$ cat src/rtl/tocador_pkg.sv
// Shared definitions for the note player.
//   estado_t      : FSM state encoding (OCIOSO=00, TOCANDO=01, PAUSA=10; 11 unused)
//   NOTA_*        : 3-bit note codes received from the game controller
//   meio_periodo  : half period, in 50 MHz clock cycles, of each octave-4 note
package tocador_pkg;

    typedef enum logic [1:0] {
        OCIOSO  = 2'b00,
        TOCANDO = 2'b01,
        PAUSA   = 2'b10
    } estado_t;

    localparam logic [2:0] NOTA_SILENCIO = 3'd0;
    localparam logic [2:0] NOTA_DO       = 3'd1;
    localparam logic [2:0] NOTA_RE       = 3'd2;
    localparam logic [2:0] NOTA_MI       = 3'd3;
    localparam logic [2:0] NOTA_FA       = 3'd4;
    localparam logic [2:0] NOTA_SOL      = 3'd5;
    localparam logic [2:0] NOTA_LA       = 3'd6;
    localparam logic [2:0] NOTA_SI       = 3'd7;

    // Unscaled half period for a note code; the rest code returns 0.
    // The caller applies any shift and clamps the result to at least 1.
    function automatic logic [16:0] meio_periodo(input logic [2:0] code);
        logic [16:0] v;
        case (code)
            NOTA_DO:  v = 17'd95420;
            NOTA_RE:  v = 17'd85034;
            NOTA_MI:  v = 17'd75758;
            NOTA_FA:  v = 17'd71633;
            NOTA_SOL: v = 17'd63776;
            NOTA_LA:  v = 17'd56818;
            NOTA_SI:  v = 17'd50607;
            default:  v = 17'd0;
        endcase
        return v;
    endfunction

endpackage

$ cat src/rtl/tocador_notas_if.sv
// Note-code link between the game controller and the note player.
//   nota, activate           : controller -> player (code + 1-cycle start strobe)
//   buzzer                   : square-wave output for the piezo
//   tocando, fim             : player -> controller (busy, end-of-note pulse)
//   db_nota, db_estado       : debug view of the latched code and FSM state
// Modports: master = game controller side, slave = note player side.
interface tocador_notas_if;
    logic [2:0] nota;
    logic       activate;
    logic       buzzer;
    logic       tocando;
    logic       fim;
    logic [2:0] db_nota;
    logic [1:0] db_estado;

    modport master (
        output nota, activate,
        input  buzzer, tocando, fim, db_nota, db_estado
    );

    modport slave (
        input  nota, activate,
        output buzzer, tocando, fim, db_nota, db_estado
    );
endinterface

$ cat src/rtl/divisor_tom.sv
// Tone divider: half-period down-counter plus the square-wave toggle flop.
//   clock    : system clock
//   reset    : asynchronous active-low reset
//   carrega  : load counter with meio-1 and force the wave low (note start)
//   meio     : half period in cycles (>= 1), held stable while counting
//   habilita : count and toggle; when low (and not loading) the wave is held low
//   onda     : square-wave output
module divisor_tom (
    input  logic        clock,
    input  logic        reset,
    input  logic        carrega,
    input  logic [16:0] meio,
    input  logic        habilita,
    output logic        onda
);

    logic [16:0] cont_reg;
    logic        onda_reg;

    always_ff @(posedge clock or negedge reset) begin
        if (!reset) begin
            cont_reg <= '0;
            onda_reg <= 1'b0;
        end else if (carrega) begin
            cont_reg <= meio - 17'd1;
            onda_reg <= 1'b0;
        end else if (habilita) begin
            if (cont_reg == 17'd0) begin
                cont_reg <= meio - 17'd1;
                onda_reg <= ~onda_reg;
            end else begin
                cont_reg <= cont_reg - 17'd1;
            end
        end else begin
            // Rest note, last note cycle, gap and idle all keep the pin quiet.
            onda_reg <= 1'b0;
        end
    end

    assign onda = onda_reg;

endmodule

$ cat src/rtl/tocador_notas.sv
// Note player: accepts a 3-bit note code on an activate strobe, plays it as a
// square wave for DUR_CYC cycles, then stays silent for GAP_CYC cycles.
//   clock   : system clock (50 MHz)
//   reset   : asynchronous active-low reset
//   bus     : tocador_notas_if.slave (nota/activate in; buzzer, tocando,
//             fim, db_nota, db_estado out)
// Parameters: DUR_CYC (note cycles), GAP_CYC (gap cycles), DIV_SHIFT (right
// shift of the half-period table, clamped to >= 1).
// Optional build macro TOCADOR_RETRIGGER_EN: activate during a note or its gap
// restarts with the new code; without it such strobes are ignored.
module tocador_notas
    import tocador_pkg::*;
#(
    parameter int DUR_CYC   = 25_000_000,
    parameter int GAP_CYC   = 2_500_000,
    parameter int DIV_SHIFT = 0
) (
    input  logic            clock,
    input  logic            reset,
    tocador_notas_if.slave  bus
);

    localparam logic [24:0] DUR_INI = 25'(DUR_CYC - 1);
    localparam logic [24:0] GAP_INI = 25'(GAP_CYC - 1);

    estado_t     estado_reg, estado_next;
    logic [24:0] dur_reg, dur_next;
    logic [24:0] gap_reg, gap_next;
    logic [2:0]  nota_reg, nota_next;
    logic        fim_reg, fim_next;

    logic        aceita;
    logic        carrega;
    logic        habilita;
    logic [16:0] meio;
    logic        onda;

    function automatic logic [16:0] meio_escalado(input logic [2:0] code);
        logic [16:0] v;
        v = meio_periodo(code) >> DIV_SHIFT;
        if (v == 17'd0) v = 17'd1;
        return v;
    endfunction

`ifdef TOCADOR_RETRIGGER_EN
    assign aceita = bus.activate && (estado_reg inside {OCIOSO, TOCANDO, PAUSA});
`else
    assign aceita = bus.activate && (estado_reg == OCIOSO);
`endif

    // On the load cycle the divider must see the incoming code; afterwards the latched one.
    assign meio = carrega ? meio_escalado(bus.nota) : meio_escalado(nota_reg);

    always_ff @(posedge clock or negedge reset) begin
        if (!reset) begin
            estado_reg <= OCIOSO;
            dur_reg    <= '0;
            gap_reg    <= '0;
            nota_reg   <= '0;
            fim_reg    <= 1'b0;
        end else begin
            estado_reg <= estado_next;
            dur_reg    <= dur_next;
            gap_reg    <= gap_next;
            nota_reg   <= nota_next;
            fim_reg    <= fim_next;
        end
    end

    always_comb begin
        estado_next = estado_reg;
        dur_next    = dur_reg;
        gap_next    = gap_reg;
        nota_next   = nota_reg;
        fim_next    = 1'b0;
        carrega     = 1'b0;
        habilita    = 1'b0;

        if (aceita) begin
            estado_next = TOCANDO;
            dur_next    = DUR_INI;
            gap_next    = '0;
            nota_next   = bus.nota;
            carrega     = 1'b1;
        end else begin
            case (estado_reg)
                OCIOSO: begin
                end
                TOCANDO: begin
                    if (dur_reg == 25'd0) begin
                        // habilita stays low here so the wave drops for the gap.
                        estado_next = PAUSA;
                        gap_next    = GAP_INI;
                    end else begin
                        dur_next = dur_reg - 25'd1;
                        habilita = (nota_reg != NOTA_SILENCIO);
                    end
                end
                PAUSA: begin
                    if (gap_reg == 25'd0) begin
                        estado_next = OCIOSO;
                        nota_next   = NOTA_SILENCIO;
                        fim_next    = 1'b1;
                    end else begin
                        gap_next = gap_reg - 25'd1;
                    end
                end
                default: begin
                    // Unused encoding 11: fall back to idle without a fim pulse.
                    estado_next = OCIOSO;
                    nota_next   = NOTA_SILENCIO;
                    dur_next    = '0;
                    gap_next    = '0;
                end
            endcase
        end
    end

    divisor_tom u_divisor (
        .clock    (clock),
        .reset    (reset),
        .carrega  (carrega),
        .meio     (meio),
        .habilita (habilita),
        .onda     (onda)
    );

    assign bus.buzzer    = onda;
    assign bus.tocando   = (estado_reg == TOCANDO) || (estado_reg == PAUSA);
    assign bus.fim       = fim_reg;
    assign bus.db_nota   = nota_reg;
    assign bus.db_estado = estado_reg;

endmodule

$ cat src/flat_wrapper.sv
// flat-port wrapper written by rule: the top's interface ports become plain ports
module tocador_notas_flat import tocador_pkg::*;
#(
    parameter int DUR_CYC   = 25_000_000,
    parameter int GAP_CYC   = 2_500_000,
    parameter int DIV_SHIFT = 0
)
  (clock, reset, bus_nota, bus_activate, bus_buzzer, bus_tocando, bus_fim, bus_db_nota, bus_db_estado);
  tocador_notas_if bus_i ();
  input  logic clock;
  input  logic reset;
  input wire logic [$bits(bus_i.nota)-1:0] bus_nota;
  input wire logic [$bits(bus_i.activate)-1:0] bus_activate;
  output wire logic [$bits(bus_i.buzzer)-1:0] bus_buzzer;
  output wire logic [$bits(bus_i.tocando)-1:0] bus_tocando;
  output wire logic [$bits(bus_i.fim)-1:0] bus_fim;
  output wire logic [$bits(bus_i.db_nota)-1:0] bus_db_nota;
  output wire logic [$bits(bus_i.db_estado)-1:0] bus_db_estado;
  assign bus_i.nota = bus_nota;
  assign bus_i.activate = bus_activate;
  assign bus_buzzer = bus_i.buzzer;
  assign bus_tocando = bus_i.tocando;
  assign bus_fim = bus_i.fim;
  assign bus_db_nota = bus_i.db_nota;
  assign bus_db_estado = bus_i.db_estado;
  tocador_notas #(.DUR_CYC(DUR_CYC), .GAP_CYC(GAP_CYC), .DIV_SHIFT(DIV_SHIFT)) u_core (.clock(clock), .reset(reset), .bus(bus_i));
endmodule
$ cat config.mk
export PLATFORM = sky130hd
export DESIGN_NAME = tocador_notas_flat
export DESIGN_NICKNAME = d
export VERILOG_FILES = /design/src/rtl/tocador_pkg.sv /design/src/rtl/tocador_notas_if.sv /design/src/rtl/divisor_tom.sv /design/src/rtl/tocador_notas.sv /design/src/flat_wrapper.sv
export SDC_FILE = /design/constraint.sdc
export NUM_CORES = 1
export LEC_CHECK = 0
export CAP_MARGIN = 30
export CORE_MARGIN = 2
export CORE_UTILIZATION = 62
export CTS_CLUSTER_SIZE = 14
export DETAILED_ROUTE_END_ITERATION = 10
export PLACE_DENSITY = 0.82
export SETUP_SLACK_MARGIN = 0.2
export SLEW_MARGIN = 20
export SYNTH_ARGS = -nofsm -noshare
export SYNTH_HDL_FRONTEND = slang
export SYNTH_SLANG_ARGS = --single-unit
$ cat constraint.sdc
create_clock -name clock -period 4 [get_ports clock]
set_clock_uncertainty 0.15 [all_clocks]
set_input_delay 0.4 -clock clock [delete_from_list [all_inputs] [get_ports clock]]
set_output_delay 0.4 -clock clock [all_outputs]
set_load 0.05 [all_outputs]
==> results of run 1 <==
-- through the flow --
stage           power, W  cells    util
6_report        0.001431    704  0.6877
2_1_floorplan  0.0007721    596       -
4_1_cts         0.001433    702  0.6837
3_5_place_dp   0.0007941    686  0.6549
3_3_place_gp   0.0007932    686  0.6549
5_1_grt         0.001470    704  0.6877
-- per-layer routing --
| metal | share of wire | up-vias |
|---|---|---|
| met5 | 0 | - |
| met1 | 0.42 | 2243 |
| met3 | 0.066 | 35 |
| met4 | 0.040 | 0 |
| li1 | - | 2221 |
| met2 | 0.47 | 228 |
-- kinds of logic (layout without fill, tap and decap cells) --
family / Yosys count / count (layout) / synth area share
xor gates and xnor gates: 17 / 17 / 0.03095
buffers and inverters: 53 / 59 / 0.04395
AOI/OAI and AO/OA: 197 / 197 / 0.2481
DFF: 74 / 74 / 0.3849
and+or+nand+nor: 247 / 247 / 0.2718
muxes: 1 / 1 / 0.002081
adders and majority gates: 7 / 7 / 0.01820
-- repair_timing --
action,4_1_cts,5_1_grt
setup endpoints to repair,0,0
hold buffers,0,1
buffers inserted,0,0
endpoints found under the hold margin,0,31
-- critical path, delay by kind of cell (launching register included) --
family / cells / cell delay, ns
adder cells (fa/ha/maj): 1 / 0.21
buffers and inverters: 1 / 0.09
AND/OR/NAND/NOR: 3 / 1.45
flip-flops: 1 / 0.38
AO/OA/AOI/OAI: 3 / 0.71
-- placed cells by master (no fill, tap or decap), drive strengths merged, types with 3 or more instances in the layout --
master	n
dfrtp	74
o21ai	70
a21oi	56
nor2	52
nand2	46
nor3	38
nand3	27
inv	22
a31oi	20
nor4	18
or3	12
xnor2	12
clkdlybuf4s50	12
clkbuf	11
o31ai	9
or4	8
buf	8
ha	7
nand2b	6
nand4	6
o211ai	6
and2	5
xor2	5
o22ai	5
or2	5
nor2b	4
a32oi	4
and3	4
a211oi	4
nor3b	3
a21o	3
o41ai	3
-- area by class of cell --
| type | count | area, um^2 | area share |
|---|---|---|---|
| clock buffer | 11 | 141.4 | 0.02703 |
| timing repair buffer | 21 | 202.7 | 0.03875 |
| inverter | 22 | 82.58 | 0.01579 |
| multi-input combinational | 469 | 2748 | 0.5252 |
| sequential | 74 | 1852 | 0.3540 |
| clock inverter | 5 | 77.57 | 0.01483 |
| tap | 102 | 127.6 | 0.02440 |
-- power by group through the flow --
| stage | Sequential, W | Combinational, W | Clock (W) |
|---|---|---|---|
| final | 0.000747 | 0.0000346 | 0.000649 |
| after global routing | 0.000747 | 0.0000396 | 0.000683 |
| after CTS | 0.000747 | 0.0000318 | 0.000653 |
| after detailed placement | 0.000762 | 0.0000318 | 0 |
| after global placement | 0.000762 | 0.0000310 | 0 |
| after floorplan | 0.000762 | 0.00000962 | 0 |
-- worst max-delay path by stage --
stage               slack, ns                    start                       endpoint  cells past startpoint
floorplan                0.61  u_core.bus.db_estado[1]  u_core.u_divisor.cont_reg[12]                     12
global placement         0.96        u_core.dur_reg[0]   u_core.u_divisor.cont_reg[4]                      8
detailed placement       0.91        u_core.dur_reg[0]   u_core.u_divisor.cont_reg[5]                      8
CTS                      0.89        u_core.dur_reg[0]   u_core.u_divisor.cont_reg[5]                      8
global route             0.69        u_core.dur_reg[0]   u_core.u_divisor.cont_reg[5]                      8
finish                   0.89        u_core.dur_reg[0]   u_core.u_divisor.cont_reg[5]                      8
==> reports/results.ini, run 1 <==
[timing]
fin_crit_sh = 0.7786
hold_ws_ns = 0.3480
rsz0062_at_grt = false
tightest_slew_ns = 0.8298
finalCriticalPeriod_ns = 3.114
fmax_ghz = 0.3211
fin_setup_tns_ns = 0
max-slew-margin-rel = 0.4453
hold_viol_final = 0
setup_violations = 0
drv_slew = 0
worst_slack_ns = 0.8857

[synth]
postSynthCellCount = 596
yosysWarnings = 0
synth_commonest_cells = dfrtp_1, o21ai_0, a21oi_1
syn_nets = 609
syn_avg_cell_area_um2 = 8.072
synth-seq-cells = 74
yosysTopAreaCell = dfrtp_1
synth_cell_types = 68
synth_top_area_share = 0.3849
synth_top_flop_cell = dfrtp_1
synth_area_leaders = dfrtp_1, o21ai_0, a21oi_1
synth_async_sr_flop_share = 1.000
synth.most_common_cell = dfrtp_1
synth_edf_count = 0
netlist_area_um2 = 4811
ys_seq_area_frac = 0.3849

[critical_path]
arrival_ns = 3.19
rr_startpoint = u_core.dur_reg[0]
required_ns = 4.08
crit_chain = inv_1, ha_1, or4b_4, or4_1, o211ai_2, nand2_1, o21ai_0, a22oi_1
reg2reg_slack_ns = 0.89
r2r_cells = 8
path_max_fanout = 9
worst-setup-path-type = flop to flop
crit_path_max_incr_delay_ns = 0.70
timing.rr.end = u_core.u_divisor.cont_reg[5]
cp-end-kind = flop
cp-start-kind = flop
crit_slowest_cell = or4_1

[global_routing]
gr-max-usage-layer = met2
grt_max_degree = 75
grt_use_met3 = 0.03862
globalRouteMet2Util = 0.5043
first_global_vias = 4479
grt.met1_usage = 0.4076
antenna_found_initial = 0
grtUsageTotal = 0.3115
grt_pass1_wl_um = 21260
overflow = 0

[power_and_ir_drop]
internal_power_w = 0.001124
p_comb_frac = 0.024
sw_frac_of_total = 0.2147
power.static_leakage_nw = 1.968
ir_drop_uv = 156.7
clkPwrFrac = 0.454
netSwitchingPower_w = 0.0003073
power_frac_seq = 0.522
p_per_area_nw_per_um2 = 273.6

[run]
cap_viol_max_count = 0

[drt]
antenna_left = 0
drt_iter0_drc = 473
wl_um = 12540
drc = 0
via_per_inst = 6.714
routedWlPerCell_um = 17.81
via_count = 4727
drt_pass1_iterations = 5

[clock_tree]
numCtsBuffers = 9
clockBufferDepth = 2
ctsResizeCount = 0
clk_latency_ns = 0.35
cts_root_buffer = clkbuf_8
cts_tree = built
path_clk_slew_ns = 0.08
clock_sinks = 74
htree_levels = 3

[place]
dp_hpwl_um = 8659
gp_congestion = 0.9056
place_ws_ns = 0.9085
placed_area_um2 = 4982
io_buffers = 13

[floorplanning]
rows = 32
ios = 14
initial_core_util = 0.6324
die_h_um = 92.09
die_area_um2 = 8480
die_x_um = 92.09
core_area_um2 = 7607

[min_path]
hold_path.startpoint = u_core.gap_reg[24]
whs_endpoint = u_core.bus.fim
whs_path_depth = 1
timing.hold.worst.class = flop to flop

[cells_and_area]
final_nets = 610
drive_above_1_share = 0.06645
area_growth_pct = 8.739
design_area_um2 = 5231
nFillCells = 601
num_antenna_cells = 0

[status]
status = complete, no violations

No activity file was read; power rests on OpenSTA's default activity.
==> run 2, diff against run 1 <==
--- a/config.mk
+++ b/config.mk
@@ -7,10 +7,10 @@
 export LEC_CHECK = 0
 export CAP_MARGIN = 30
 export CORE_MARGIN = 2
-export CORE_UTILIZATION = 62
+export CORE_UTILIZATION = 56
 export CTS_CLUSTER_SIZE = 14
 export DETAILED_ROUTE_END_ITERATION = 10
-export PLACE_DENSITY = 0.82
+export PLACE_DENSITY = 0.78
 export SETUP_SLACK_MARGIN = 0.2
 export SLEW_MARGIN = 20
 export SYNTH_ARGS = -nofsm -noshare
==> constraint.sdc (replaced) <==
create_clock -name clock -period 2.6 [get_ports clock]
set_clock_uncertainty 0.15 [all_clocks]
set_input_delay 0.26 -clock clock [delete_from_list [all_inputs] [get_ports clock]]
set_output_delay 0.26 -clock clock [all_outputs]
set_load 0.05 [all_outputs]
==> reports/results.ini, run 2 (synthesis results as in run 1) <==
[critical_path]
r2r_cells = 9
cp-end-kind = flop
path_max_fanout = 6
arrival_ns = 2.79
required_ns = 2.70
reg2reg_slack_ns = -0.1
timing.rr.end = u_core.gap_reg[16]
endpoint = u_core.gap_reg[16]
rr_startpoint = u_core.dur_reg[1]
cp-start-kind = flop
worst-setup-path-type = flop to flop
startpoint = u_core.dur_reg[1]

[cells_and_area]
mostFrequentLayoutCells = buf_4, dfrtp_1, a21oi_1
drive_above_1_share = 0.2694
regArea_um2 = 1854
final_common_cell = buf_4
num_antenna_cells = 0
area_growth_pct = 30.46
design_area_um2 = 6276
multi_input_area_um2 = 3172
nFillCells = 569
final_nets = 691

[timing]
drv_slew = 0
worst_slack_ns = -0.09852
tightest_slew_ns = 0.6823
fmax_ghz = 0.3706
setup_violations = 36
hold_viol_final = 0
max-slew-margin-rel = 0.5410
finalCriticalPeriod_ns = 2.699
fin_crit_sh = 1.038
rsz0062_at_grt = true

[power_and_ir_drop]
netSwitchingPower_w = 0.0005295
ir_drop_uv = 241.4
p_per_area_nw_per_um2 = 341.5
power_frac_seq = 0.536
internal_power_w = 0.001614
power.static_leakage_nw = 2.419
clkPwrFrac = 0.437
sw_frac_of_total = 0.2470
p_comb_frac = 0.027

[global_routing]
grt_pass1_wl_um = 25020
overflow = 0
antenna_found_initial = 0
grt_max_degree = 50
grtUsageTotal = 0.3210
first_global_vias = 5112

[clock_tree]
clock_sinks = 74
htree_levels = 3
numCtsBuffers = 9
clk_latency_ns = 0.36
cts_root_buffer = clkbuf_8
cts_tree = built
path_clk_slew_ns = 0.09
clockBufferDepth = 2

[place]
gp_congestion = 0.8969
dp_hpwl_um = 9406
io_buffers = 13
place_ws_ns = -0.09959
placed_area_um2 = 5483

[drt]
via_count = 5419
via_per_inst = 6.877
drt_iter0_drc = 517
drt_pass1_iterations = 5
wl_um = 15790
routedWlPerCell_um = 20.04
antenna_left = 0
drc = 0

[floorplanning]
initial_core_util = 0.5826
rows = 33
ios = 14
core_area_um2 = 8258
die_h_um = 96.69
die_x_um = 96.69
die_area_um2 = 9348

[min_path]
timing.hold.worst.class = primary input to async pin

[run]
cap_viol_max_count = 0

[status]
violations = negative setup slack
status = finished, violations left

## run 2: cell types whose count changed in the layout (fill, tap and decap cells not counted), moves of 5 or more
cell and delta:
buf_6 +8, o21ai_1 +21, inv_2 +6, inv_1 -6, o21ai_2 +15, buf_4 +67
o31ai_1 -5, o31ai_2 +5, o21ai_0 -37
## run 2: layout make-up
cell class / count / share of cell area
multi-input combinational: 473 / 0.5054
tap: 105 / 0.02093
inverter: 22 / 0.01316
timing repair buffer: 98 / 0.1342
clock inverter: 6 / 0.01057
sequential: 74 / 0.2955
clock buffer: 10 / 0.02033
## run 2: worst max-delay path, cell delays in order, from the launching register on
cell and delay (ns):
dfrtp_1 0.40, inv_2 0.08, ha_4 0.13, or4b_4 0.46
buf_4 0.17, nor4_4 0.31, a311oi_4 0.21, or2_4 0.36
o21ai_0 0.22, o31ai_2 0.09
## run 2: metrics by stage
step	TNS [ns]	util	power [W]	std cells	hold WS [ns]
floorplan	-0.004238	-	0.001188	596	-0.1856
global placement	-0.3062	0.6639	0.001228	744	0.1772
detailed placement	-1.251	0.6639	0.001230	744	0.1884
CTS	-0.1174	0.7302	0.002134	778	0.3482
global route	-5.109	0.7600	0.002197	788	0.3903
finish	-1.248	0.7600	0.002143	788	0.3284
## run 2: how the worst min path moves through the flow
stage	to	slack, ns	depth (start not counted)
2_1_floorplan	u_core.bus.db_estado[0]	-0.19	0
3_3_place_gp	u_core.gap_reg[13]	0.18	1
3_5_place_dp	u_core.gap_reg[12]	0.19	1
4_1_cts	u_core.gap_reg[13]	0.35	2
5_1_grt	u_core.gap_reg[12]	0.39	2
6_report	u_core.gap_reg[13]	0.33	2
## run 2: timing repair
action,4_1_cts,5_1_grt
resized for setup,57,45
buffers inserted,12,10
cloned,5,0
pin swaps,26,22
setup endpoints to repair,71,73
endpoints found under the hold margin,48,0
hold buffers,1,0
## run 2: routing by layer
layer | wire (um) | global-route usage
met4 | 658 | 0.1528
met1 | 6006 | 0.4076
met5 | 0 | 0
met3 | 1383 | 0.06214
met2 | 7746 | 0.5278
## run 2: power by group through the flow
stage | sequential, W | combinational [W] | clock [W]
global route | 0.00115 | 0.0000651 | 0.000982
CTS | 0.00115 | 0.0000583 | 0.000926
global placement | 0.00117 | 0.0000556 | 0
floorplan | 0.00117 | 0.0000148 | 0
finish | 0.00115 | 0.0000576 | 0.000936
detailed placement | 0.00117 | 0.0000570 | 0
==> run 3, diff against run 2 <==
--- a/config.mk
+++ b/config.mk
@@ -11,6 +11,7 @@
 export CTS_CLUSTER_SIZE = 14
 export DETAILED_ROUTE_END_ITERATION = 10
 export PLACE_DENSITY = 0.78
+export REMOVE_ABC_BUFFERS = 1
 export SETUP_SLACK_MARGIN = 0.2
 export SLEW_MARGIN = 20
 export SYNTH_ARGS = -nofsm -noshare
==> reports/results.ini, run 3 (synthesis results as in run 1) <==
[timing]
hold_viol_final = 0
hold_ws_ns = 0.1836
finalCriticalPeriod_ns = 2.767
tightest_slew_ns = 0.7230
fin_setup_tns_ns = -2.551
setup_violations = 40
fin_crit_sh = 1.064
fmax_ghz = 0.3615
drv_slew = 0
worst_slack_ns = -0.1666
rsz0062_at_grt = true
max-slew-margin-rel = 0.5136

[critical_path]
crit_top_cell = buf_6
reg2reg_slack_ns = -0.17
timing.rr.end = u_core.gap_reg[19]
arrival_ns = 2.85
crit_chain = inv_2, ha_4, or4b_4, buf_6, buf_6, nor4_4, a311oi_2, or2_4, buf_12, o21ai_4, o31ai_4
crit_slowest_cell = or4b_4
cp-start-kind = flop
path_delay_family = simple AND/OR/NAND/NOR gates
crit_path_max_incr_delay_ns = 0.46
worst-setup-path-type = flop to flop
rr_startpoint = u_core.dur_reg[1]
cp-end-kind = flop
r2r_cells = 11
required_ns = 2.68
path_max_fanout = 6
cp_num_buf_inv = 4

[min_path]
timing.hold.worst.class = primary input to async pin

[drt]
drt_pass1_iterations = 5
antenna_left = 0
wl_um = 17290
drt_iter0_drc = 641
drc = 0
routedWlPerCell_um = 21.29
via_count = 5650
via_per_inst = 6.958

[power_and_ir_drop]
ir_drop_uv = 313.4
p_per_area_nw_per_um2 = 321.5
power.static_leakage_nw = 2.688

[place]
dp_hpwl_um = 9354
gp_congestion = 0.9213
io_buffers = 13
post-place-cells = 758

[global_routing]
grt_max_degree = 75
antenna_found_initial = 0
first_global_vias = 5063
overflow = 0
grt_pass1_wl_um = 24020
grtUsageTotal = 0.3077

[floorplanning]
ios = 14
die_h_um = 96.69
initial_core_util = 0.5826
rows = 33
core_area_um2 = 8258
die_area_um2 = 9348
die_x_um = 96.69

[clock_tree]
htree_levels = 3
clk_latency_ns = 0.36
cts_root_buffer = clkbuf_8
path_clk_slew_ns = 0.09
cts_tree = built
numCtsBuffers = 9
clockBufferDepth = 2
clock_sinks = 74

[cells_and_area]
final_common_cell = buf_4
final_nets = 715
area_growth_pct = 39.43
mostFrequentLayoutCells = buf_4, dfrtp_1, nor2_1, a21oi_1, nand2_1
num_antenna_cells = 0
finalNonFillerCells = 812
drive_above_1_share = 0.3197

[status]
violations = negative setup slack
status = finished, violations left

[run]
cap_viol_max_count = 0

## run 3: worst max path at each step
| stage | start | endpoint | slack [ns] | depth (start not counted) |
|---|---|---|---|---|
| finish | u_core.dur_reg[1] | u_core.gap_reg[19] | -0.17 | 11 |
| global route | u_core.dur_reg[0] | u_core.gap_reg[19] | -0.23 | 11 |
| CTS | u_core.dur_reg[1] | u_core.u_divisor.cont_reg[13] | -0.09 | 10 |
| detailed placement | u_core.dur_reg[0] | u_core.gap_reg[9] | -0.22 | 8 |
| global placement | u_core.dur_reg[0] | u_core.u_divisor.cont_reg[3] | -0.15 | 9 |
| floorplan | u_core.bus.db_estado[0] | u_core.u_divisor.cont_reg[12] | -0.79 | 10 |
## run 3: what timing repair did
item / CTS / global route
setup buffers: 15 / 16
resized for setup: 90 / 91
hold buffers: 1 / 0
endpoints found under the hold margin: 74 / 0
pin swaps: 29 / 41
endpoints found under the setup margin: 70 / 74
gates cloned: 2 / 3
## run 3: through the flow
stage	setup WS (ns)	area (um^2)	utilization	power [W]
finish	-0.1666	6708	0.8123	0.002157
global route	-0.2274	6708	0.8123	0.002211
CTS	-0.09065	6141	0.7436	0.002129
detailed placement	-0.2224	5517	0.6680	0.001227
global placement	-0.1547	5517	0.6680	0.001225
floorplan	-0.7894	4682	-	0.001183
## run 3: layout make-up
cell class                 instances  area (um^2)
clock buffer                      11        141.4
clock inverter                     5        53.80
fill                             476         1550
inverter                          22        82.58
multi-input combinational        470         3302
sequential                        74         1852
tap                              105        131.4
timing repair buffer             125         1145
## run 3: worst register-to-register path, stage by stage, from the launching register on
cell	delay [ns]
dfrtp_1	0.40
inv_2	0.08
ha_4	0.13
or4b_4	0.46
buf_6	0.13
buf_6	0.13
nor4_4	0.23
a311oi_2	0.16
or2_4	0.32
buf_12	0.17
o21ai_4	0.17
o31ai_4	0.10
## run 3: report_power, final
group	total (W)	switching (W)	internal, W
clock	0.000946	0.000479	0.000468
combinational	0.0000607	0.0000401	0.0000206
sequential	0.00115	0	0.00115
total	0.00216	0.000519	0.00164
## run 3: metal layers
| metal | wire, um | global-route usage | up-vias |
|---|---|---|---|
| li1 | - | - | 2432 |
| met1 | 6559 | 0.4094 | 2666 |
| met2 | 8258 | 0.5123 | 447 |
| met3 | 1530 | 0.04913 | 105 |
| met4 | 940 | 0.1062 | 0 |
| met5 | 0 | 0 | - |
